--- config.mk ---
export PLATFORM = sky130hd
export DESIGN_NAME = nubus_master_arbctl_flat
export DESIGN_NICKNAME = d
export VERILOG_FILES = /design/src/rtl/nubus_pkg.sv /design/src/rtl/nubus_master_arbctl_if.sv /design/src/rtl/nubus_busmon.sv /design/src/rtl/nubus_master_arbctl.sv /design/src/flat_wrapper.sv
export SDC_FILE = /design/constraint.sdc
export NUM_CORES = 1
export LEC_CHECK = 0
export ABC_AREA = 1
export ABC_CLOCK_PERIOD_IN_PS = 2240
export BUFFER_PORTS_ARGS = -buffer_cell sky130_fd_sc_hd__buf_2
export CAP_MARGIN = 0
export CORE_AREA = 5 5 61 63
export CTS_BUF_LIST = sky130_fd_sc_hd__clkbuf_2 sky130_fd_sc_hd__clkbuf_4 sky130_fd_sc_hd__clkbuf_8
export DETAILED_ROUTE_END_ITERATION = 7
export DIE_AREA = 0 0 66 68
export PLACE_DENSITY = 0.83
export SLEW_MARGIN = 20
export SYNTH_ARGS = -nofsm -noshare
export SYNTH_HDL_FRONTEND = slang
export SYNTH_SLANG_ARGS = --single-unit
--- constraint.sdc ---
create_clock -name nub_clkn -period 2.24 [get_ports nub_clkn]
set_clock_uncertainty 0.05 [all_clocks]
set_input_delay 0.224 -clock nub_clkn [delete_from_list [all_inputs] [get_ports nub_clkn]]
set_output_delay 0.224 -clock nub_clkn [all_outputs]
set_load 0.005 [all_outputs]
--- src/rtl/nubus_pkg.sv ---
// Shared NuBus definitions: master arbitration controller state encoding and
// default timing constants.
package nubus_pkg;

  typedef enum logic [2:0] {
    ST_IDLE      = 3'd0,
    ST_ARB       = 3'd1,
    ST_WAIT_IDLE = 3'd2,
    ST_OWN       = 3'd3,
    ST_XFER      = 3'd4
  } arbctl_state_t;

  localparam int ARB_SETTLE_DEFAULT = 2;
  localparam int TIMEOUT_DEFAULT    = 255;

endpackage

--- src/rtl/nubus_master_arbctl_if.sv ---
// Handshake and bus-pin bundle between the card's master FSM, the external
// arbiter, the shared NuBus pins and the arbitration controller.
interface nubus_master_arbctl_if;
  logic mst_req;
  logic mst_lock;
  logic mst_grant;
  logic arb_enable;
  logic arb_grant;
  logic nub_rqstn_o;
  logic nub_rqstn_i;
  logic nub_startn;
  logic nub_ackn;

  // Controller side.
  modport master (
    input  mst_req, mst_lock, arb_grant, nub_rqstn_i, nub_startn, nub_ackn,
    output mst_grant, arb_enable, nub_rqstn_o
  );

  // Environment side: master FSM, arbiter and pin sampling.
  modport slave (
    output mst_req, mst_lock, arb_grant, nub_rqstn_i, nub_startn, nub_ackn,
    input  mst_grant, arb_enable, nub_rqstn_o
  );
endinterface

--- src/rtl/nubus_busmon.sv ---
// NuBus transaction monitor: a transaction is open from /START until /ACK.
// Shared by the master and slave sides of the card.
module nubus_busmon (
  input  logic nub_clkn,
  input  logic nub_resetn,
  input  logic nub_startn,
  input  logic nub_ackn,
  output logic bus_idle
);

  logic tx_active;

  // Track open transaction; /ACK wins so a one-cycle START+ACK leaves it closed.
  // NOTE: registers use non-blocking assignment so every flop samples the
  // pre-edge values, independent of the order the blocks are evaluated in.
  always_ff @(posedge nub_clkn) begin
    if (!nub_resetn)     tx_active <= 1'b0;
    else if (!nub_ackn)  tx_active <= 1'b0;
    else if (!nub_startn) tx_active <= 1'b1;
  end

  assign bus_idle = !tx_active && nub_startn;

endmodule

--- src/rtl/nubus_master_arbctl.sv ---
// NuBus master arbitration sequencer: raises /RQST and arbcy, waits for /ARB
// to settle, samples the grant, waits for bus idle and hands the bus to the
// local master. Handles fairness, locked back-to-back ownership and timeout.
module nubus_master_arbctl
  import nubus_pkg::*;
#(
  parameter int ARB_SETTLE = ARB_SETTLE_DEFAULT,
  parameter int TIMEOUT    = TIMEOUT_DEFAULT
) (
  input  logic                  nub_clkn,
  input  logic                  nub_resetn,
  nubus_master_arbctl_if.master bus,
  output logic                  arb_timeout,
  output logic [2:0]            arb_state
);

  // The first cycle arb_enable is high already counts as a settle cycle, so
  // arb_grant is first sampled ARB_SETTLE cycles after arb_enable rises.
  localparam logic [2:0]  SETTLE_LOAD = 3'(ARB_SETTLE - 1);
  localparam logic [15:0] TO_LIMIT    = 16'(TIMEOUT);

  arbctl_state_t state_q, state_d;
  logic [2:0]    settle_q, settle_d;
  logic [15:0]   to_q, to_d, to_inc;
  logic          grant_q, grant_d;
  logic          en_q, en_d;
  logic          rqn_q, rqn_d;
  logic          tmo_q, tmo_d;
  logic          fair_q, fair_d;
  logic          to_expire;
  logic          bus_idle;

  nubus_busmon u_busmon (
    .nub_clkn   (nub_clkn),
    .nub_resetn (nub_resetn),
    .nub_startn (bus.nub_startn),
    .nub_ackn   (bus.nub_ackn),
    .bus_idle   (bus_idle)
  );

  assign to_expire = (TO_LIMIT != 16'd0) && ((to_q + 16'd1) == TO_LIMIT);
  assign to_inc    = (to_q == TO_LIMIT) ? to_q : to_q + 16'd1;

  // Next-state, counter and registered-output decode.
  always_comb begin
    // NOTE: every variable gets a default before the case so no path leaves
    // one unassigned, which would otherwise infer a latch.
    state_d  = state_q;
    settle_d = settle_q;
    to_d     = 16'd0;
    grant_d  = grant_q;
    en_d     = en_q;
    rqn_d    = rqn_q;
    tmo_d    = 1'b0;
    fair_d   = bus.nub_rqstn_i ? 1'b0 : fair_q;

    unique case (state_q)
      ST_IDLE: begin
        if (bus.mst_req && !fair_q) begin
          state_d  = ST_ARB;
          rqn_d    = 1'b0;
          en_d     = 1'b1;
          settle_d = SETTLE_LOAD;
        end
      end
      ST_ARB: begin
        if (!bus.mst_req || to_expire) begin
          state_d = ST_IDLE;
          rqn_d   = 1'b1;
          en_d    = 1'b0;
          tmo_d   = bus.mst_req;
        end else if (settle_q == 3'd0 && bus.arb_grant) begin
          state_d = ST_WAIT_IDLE;
        end else begin
          to_d = to_inc;
          // A /START on the bus begins a new contest, so settling restarts.
          if (!bus.nub_startn)        settle_d = SETTLE_LOAD;
          else if (settle_q != 3'd0)  settle_d = settle_q - 3'd1;
        end
      end
      ST_WAIT_IDLE: begin
        if (!bus.mst_req || to_expire) begin
          state_d = ST_IDLE;
          rqn_d   = 1'b1;
          en_d    = 1'b0;
          tmo_d   = bus.mst_req;
        end else if (!bus.arb_grant) begin
          state_d  = ST_ARB;
          settle_d = SETTLE_LOAD;
        end else if (bus_idle) begin
          state_d = ST_OWN;
          grant_d = 1'b1;
        end else begin
          to_d = to_inc;
        end
      end
      ST_OWN: begin
        if (!bus.nub_startn) begin
          state_d = ST_XFER;
          grant_d = 1'b0;
          rqn_d   = 1'b1;
          en_d    = 1'b0;
        end
      end
      ST_XFER: begin
        if (!bus.nub_ackn) begin
          if (bus.mst_lock && bus.mst_req) begin
            state_d = ST_OWN;
            grant_d = 1'b1;
          end else begin
            state_d = ST_IDLE;
            fair_d  = 1'b1;
          end
        end
      end
      default: state_d = ST_IDLE;
    endcase
  end

  // State, counter and output registers with synchronous reset.
  always_ff @(posedge nub_clkn) begin
    if (!nub_resetn) begin
      state_q  <= ST_IDLE;
      settle_q <= 3'd0;
      to_q     <= 16'd0;
      grant_q  <= 1'b0;
      en_q     <= 1'b0;
      rqn_q    <= 1'b1;
      tmo_q    <= 1'b0;
      fair_q   <= 1'b0;
    end else begin
      state_q  <= state_d;
      settle_q <= settle_d;
      to_q     <= to_d;
      grant_q  <= grant_d;
      en_q     <= en_d;
      rqn_q    <= rqn_d;
      tmo_q    <= tmo_d;
      fair_q   <= fair_d;
    end
  end

  assign bus.mst_grant   = grant_q;
  assign bus.arb_enable  = en_q;
  assign bus.nub_rqstn_o = rqn_q;
  assign arb_timeout     = tmo_q;
  assign arb_state       = state_q;

endmodule

--- src/flat_wrapper.sv ---
// flat-port wrapper written by rule: the top's interface ports become plain ports
module nubus_master_arbctl_flat import nubus_pkg::*;
#(
  parameter int ARB_SETTLE = ARB_SETTLE_DEFAULT,
  parameter int TIMEOUT    = TIMEOUT_DEFAULT
)
  (nub_clkn, nub_resetn, arb_timeout, arb_state, bus_mst_req, bus_mst_lock, bus_arb_grant, bus_nub_rqstn_i, bus_nub_startn, bus_nub_ackn, bus_mst_grant, bus_arb_enable, bus_nub_rqstn_o);
  nubus_master_arbctl_if bus_i ();
  input  logic nub_clkn;
  input  logic nub_resetn;
  output logic arb_timeout;
  output logic [2:0] arb_state;
  input wire logic [$bits(bus_i.mst_req)-1:0] bus_mst_req;
  input wire logic [$bits(bus_i.mst_lock)-1:0] bus_mst_lock;
  input wire logic [$bits(bus_i.arb_grant)-1:0] bus_arb_grant;
  input wire logic [$bits(bus_i.nub_rqstn_i)-1:0] bus_nub_rqstn_i;
  input wire logic [$bits(bus_i.nub_startn)-1:0] bus_nub_startn;
  input wire logic [$bits(bus_i.nub_ackn)-1:0] bus_nub_ackn;
  output wire logic [$bits(bus_i.mst_grant)-1:0] bus_mst_grant;
  output wire logic [$bits(bus_i.arb_enable)-1:0] bus_arb_enable;
  output wire logic [$bits(bus_i.nub_rqstn_o)-1:0] bus_nub_rqstn_o;
  assign bus_i.mst_req = bus_mst_req;
  assign bus_i.mst_lock = bus_mst_lock;
  assign bus_i.arb_grant = bus_arb_grant;
  assign bus_i.nub_rqstn_i = bus_nub_rqstn_i;
  assign bus_i.nub_startn = bus_nub_startn;
  assign bus_i.nub_ackn = bus_nub_ackn;
  assign bus_mst_grant = bus_i.mst_grant;
  assign bus_arb_enable = bus_i.arb_enable;
  assign bus_nub_rqstn_o = bus_i.nub_rqstn_o;
  nubus_master_arbctl #(.ARB_SETTLE(ARB_SETTLE), .TIMEOUT(TIMEOUT)) u_core (.nub_clkn(nub_clkn), .nub_resetn(nub_resetn), .bus(bus_i), .arb_timeout(arb_timeout), .arb_state(arb_state));
endmodule
### Word-level counts from Yosys, hierarchy flattened

Index checks and enable logic that the tools add are counted.

* flip-flop bits (word level): 28
* bits in latches: 0
* memory bits (writable): 0
* memory bits (read-only): 0
* input bits: 8
* output and inout bits: 7
* word-level logic and storage cells: 94
* memories: 0

* add/subtract/negate cells: 2
* multiply operators: 0
* div/mod/pow operators: 0
* magnitude comparators: 0
* equality and inequality tests: 20
* shift-type cells: 0
* multiplexer cells: 42
* bitwise logic cells: 0
* reduce and logical (&&, ||, !) cells: 21

Operator list (count)
* $mux 16: 6
* $mux 3: 14
* $eq 16x8->1 const B: 2
* $pmux 16 s2: 1
* $add 16x1->16 const B: 1
* $mux 1: 15
* $pmux 3 s5: 1
* $ne 2x2->1 const B: 7
* $reduce_and 7->1: 2
* $reduce_bool 3->1: 4
* $pmux 1 s3: 3
* $pmux 3 s3: 1
* $ne 2x1->1 const B: 4
* $eq 3x2->1 const B: 2
* $logic_not 3->1: 2
* $reduce_and 5->1: 1
* $logic_and 1x1->1: 4
* $ne 4x2->1 const B: 1
* $reduce_and 4->1: 1
* $eq 3x1->1 const B: 1
* $eq 3x3->1 const B: 1
* $logic_not 1->1: 3
* $ne 3x1->1 const B: 1
* $ne 3x2->1 const B: 1
* other kinds (6): 6

### Depth between registers and ports, before layout

* depth in word-level cells: 6
* depth in mapped cells: 15
* depth with buffers taken out: 15

### Cells and area by module

From an unflattened synthesis, not the netlist that was laid out.

* cells, all modules: 277
* area total of the unflattened synthesis: 1844.3 um^2

Modules (own cells, without submodules)
* nubus_master_arbctl: times used 1, cells an instance 271, area an instance 1800.5 um^2, seq. area each 540.5 um^2
* nubus_busmon: times used 1, cells an instance 6, area an instance 43.8 um^2, seq. area each 20.0 um^2

### Least setup slack after synthesis

No wires, ideal clock.

* path kind: register to register
* start point: register u_core.to_q[1]
* end point: register u_core.settle_q[0]
* setup time: 0.113 ns
* arrival time: 1.734 ns
* required time: 2.077 ns
* path slack: 0.343 ns
* cell stages (with the launch flop): 15
* buffers on the path: 0
* cells stage by stage: dfxtp_1 > ha_1 > nand3_2 > nor2_4 > nand4_1 > nand2_2 > nand2_4 > nor2_4 > nand3_4 > nand2_2 > nand2_4 > nand2_2 > nor2_2 > nor2_1 > nor2_1

* longest elaborated chain between the ends: 5
* elaborated cells between the ends (all ways): 6
* classes of those cells: add/sub: 1; eq/ne: 3; reduce/logical: 2

RTL lines
* from (decl): line nubus_master_arbctl.sv:24 `logic [15:0] to_q, to_d, to_inc;`
* from (signal assigned): line nubus_master_arbctl.sv:134 `to_q <= to_d;`
* $add 16x1->16 *: line nubus_master_arbctl.sv:41 `assign to_expire = (TO_LIMIT != 16'd0) && ((to_q + 16'd1) == TO_LIMIT);`
* $eq 16x8->1 *: line nubus_master_arbctl.sv:41
* $logic_or 1x1->1 *: line nubus_master_arbctl.sv:67, nubus_master_arbctl.sv:82
* $ne 2x2->1 (no source line)
* $reduce_and 7->1 (no source line) *
* to (signal assigned): line nubus_master_arbctl.sv:133 `settle_q <= settle_d;`
* to (decl): line nubus_master_arbctl.sv:23 `logic [2:0] settle_q, settle_d;`

Mark *: on every way between the ends. The rest lies on a longest branch, timed or not.
A chain may end at the register's enable or synchronous reset.

### Final worst setup path

Ends and elaborated chain as after synthesis.

==> out/qor.yml <==
clock_tree:
  clock_latency_ps: 340
  cts-buffers-inserted: 3
  clockRootBuffer: "clkbuf_4"
  htree_levels: 1
  hold_buffers: 0
  clockBufferDepth: 2
  cts.sinks: 28
  cts_tree: "built"
  clkTransAtPathRegs_ps: 150
routing:
  ant_nets: 0
  via_count: 1730
  via_per_inst: 5.164
  drcViolationCount: 0
  drt_iter0_markers: 83
  post_drt_wl_per_cell_microns: 11.18
  wl_microns: 3745
  drt-pass1-iter-count: 4
timing:
  setup_viol: 0
  tns_ps: 0
  rsz0062_at_grt: "false"
  hold_viol: 0
  tightest_slew_ps: 449.5
  layout_min_cycle_time_ps: 2046
  max_freq_ghz: 0.4888
  hold_ws_ps: 75.40
  slew_viol_final: 0
  max_slew_margin_pct: 69.96
  period_share_pct: 91.32
global_route:
  grtUsageTotal_pct: 18.77
  grt_pass1_vias: 1605
  grt_start_max_net_pins: 16
  grt_pass1_wl_microns: 6755
  antenna_found_initial: 0
  overflow: 0
floorplan:
  core_area_sq_um: 3179
  die_h_microns: 68
  start_util_pct: 57.89
  pin_count: 15
  row_count: 21
  die_w_microns: 66
  die_area_sq_um: 4488
worst_setup_path:
  r2r_slack_ps: 190
  end_kind: "flop"
  endpoint: "u_core.settle_q[0]$_SDFFE_PN0P_"
  crit_type: "reg -> reg"
  critical_path_peak_fanout: 7
  r2r-end: "u_core.settle_q[0]$_SDFFE_PN0P_"
  crit_start: "u_core.to_q[1]$_SDFF_PN0_"
  cp-start-kind: "flop"
  ff2ff_path_depth: 14
  cp.arrival_ps: 2240
  required_ps: 2440
  r2r-start: "u_core.to_q[1]$_SDFF_PN0_"
run_status:
  status: "finished, final reports clean"
layout:
  seqCellArea_sq_um: 568.0
  multi_input_area_sq_um: 1136
  final_cells: 335
  drive_above_1_share_pct: 23.18
  antennaDiodeCount: 0
  layout.nets: 302
  nFillCells: 281
  syn_to_final_growth_pct: 10.40
synthesis:
  syn_nets: 283
  synth.avg_cell_area_sq_um: 6.792
  ys_top_cells_by_area: "dfxtp_1 30%, nand2_1 12%, nor2_1 8.6%"
  synth_area_sq_um: 1841
  synth-seq-cells: 28
  synth_top_area_share_pct: 30.46
  synth_warnings: 0
  synth_cell_types: 35
  seq_area_frac_synth_pct: 30.46
  synthCells: 271
  yosys.area.top_type: "dfxtp_1"
pwr:
  switchingPower_w: 0.0003570
  seq_power_share_pct: 50.4
  internal-power_w: 0.0007462
  p_per_area_nw_per_um2: 542.9
  combPwrFrac_pct: 26.8
  max-vdd-ir-drop_mv: 0.3653
  power_leakage_nw: 0.8440
  p_sw_share_pct: 32.36
  pwr-share-clk_pct: 22.9
min_path:
  min-delay-start: "bus_nub_rqstn_i"
  min-delay-path-class: "in -> reg"
placed_design:
  hpwl_microns: 2973
  port_buffers: 14
  dp_cells: 330
  gp_congestion: 0.9548
run:
  cap_violations: 0
==> routing by layer <==
metal	GRT usage, %	part of all wire, %	vias up
li1	-	-	910
met1	25.30	49	781
met2	31.29	47	34
met3	1.806	2.5	5
met4	6.853	1.3	0
met5	0	0	-
==> worst min-delay path by stage <==
stage	endpoint	slack (ps)	cells after the start
after detailed placement	u_core.bus.nub_rqstn_o$_SDFFE_PN1P_	390	2
after CTS	u_core.u_busmon.tx_active$_SDFFE_PN0N_	70	3
after global routing	u_core.u_busmon.tx_active$_SDFFE_PN0N_	80	3
after floorplan	u_core.arb_timeout$_SDFF_PN0_	310	2
after global placement	u_core.bus.nub_rqstn_o$_SDFFE_PN1P_	400	2
final	u_core.fair_q$_SDFF_PN0_	80	4
==> synthesized netlist by cell type, drive strengths merged <==
cell type	number
a21oi	13
nand3b	1
nand3	21
o211ai	1
o21ai	8
inv	38
xor2	1
nor3	5
clkinv	1
nor3b	1
nor2	54
or2	1
o21bai	2
o22ai	2
nor4	1
a2111oi	1
nand2	73
a211oi	2
xnor2	2
ha	4
buf	2
nand4	9
dfxtp	28
==> power by group through the flow <==
stage / clock network, W / registers [W] / logic (W)
detailed placement: 0 / 0.000569 / 0.000291
floorplan: 0 / 0.000567 / 0.000231
CTS: 0.000262 / 0.000558 / 0.000293
global route: 0.000277 / 0.000562 / 0.000343
finish: 0.000252 / 0.000556 / 0.000295
global placement: 0 / 0.000567 / 0.000289
==> worst max-delay path, cell delays in order, from the launching register on <==
cell and delay, ps:
dfxtp_4 400, ha_2 220, nand3_4 100, nor2_4 190
nand4_1 140, nand2_2 130, nand2_4 60, nor2_4 120
nand3_4 120, nand3_2 90, nand2_2 80, inv_1 80
nor2_2 40, nor2_1 80, nor2_1 50
==> logic make-up (layout without fill, tap and decap cells) <==
group	after synthesis	after routing	synth area share (%)
compound gates	29	29	9.924
buf+inv	41	59	8.974
simple gates	166	166	46.50
fa+ha+maj	4	4	2.719
xor+xnor	3	3	1.428
flops	28	28	30.46
==> layout make-up <==
cell class	count	area share, %
Multi-Input combinational cell	202	55.91
Tap cell	46	2.833
Clock buffer	4	1.786
Sequential cell	28	27.96
Inverter	39	7.328
Timing Repair Buffer	16	4.187
==> registers in the layout, indices dropped and copies added (netlist names) <==
register                   flops
u_core.arb_state               3
u_core.bus.nub_rqstn_o         1
u_core.bus.arb_enable          1
u_core.arb_timeout             1
u_core.u_busmon.tx_active      1
u_core.to_q                   16
u_core.fair_q                  1
u_core.bus.mst_grant           1
u_core.settle_q                3
==> timing repair <==
item / CTS / global route
gates resized for setup: 0 / 10
buffers inserted: 0 / 1
setup endpoints to repair: 0 / 25
==> through the flow <==
stage                     setup slack (ps)  utilization (%)  total power, W  cell area (sq um)
after floorplan                      343.5                -       0.0007978               1841
after global routing                 22.17            63.91        0.001182               2032
after detailed placement             122.1            61.55       0.0008603               1957
after global placement               199.9            61.55       0.0008564               1957
after CTS                            84.00            62.69        0.001113               1993
final                                194.3            63.91        0.001103               2032
==> placed cells by master, fill, tap and decap left out, types with 9 or more instances in the layout <==
| master | instances |
|---|---|
| a21oi_1 | 9 |
| nand3_1 | 14 |
| nand2_1 | 59 |
| nand2_2 | 11 |
| inv_1 | 36 |
| buf_2 | 14 |
| nor2_1 | 42 |
| dfxtp_1 | 26 |
| nand4_1 | 9 |
Power figures use the tool's default switching activity.
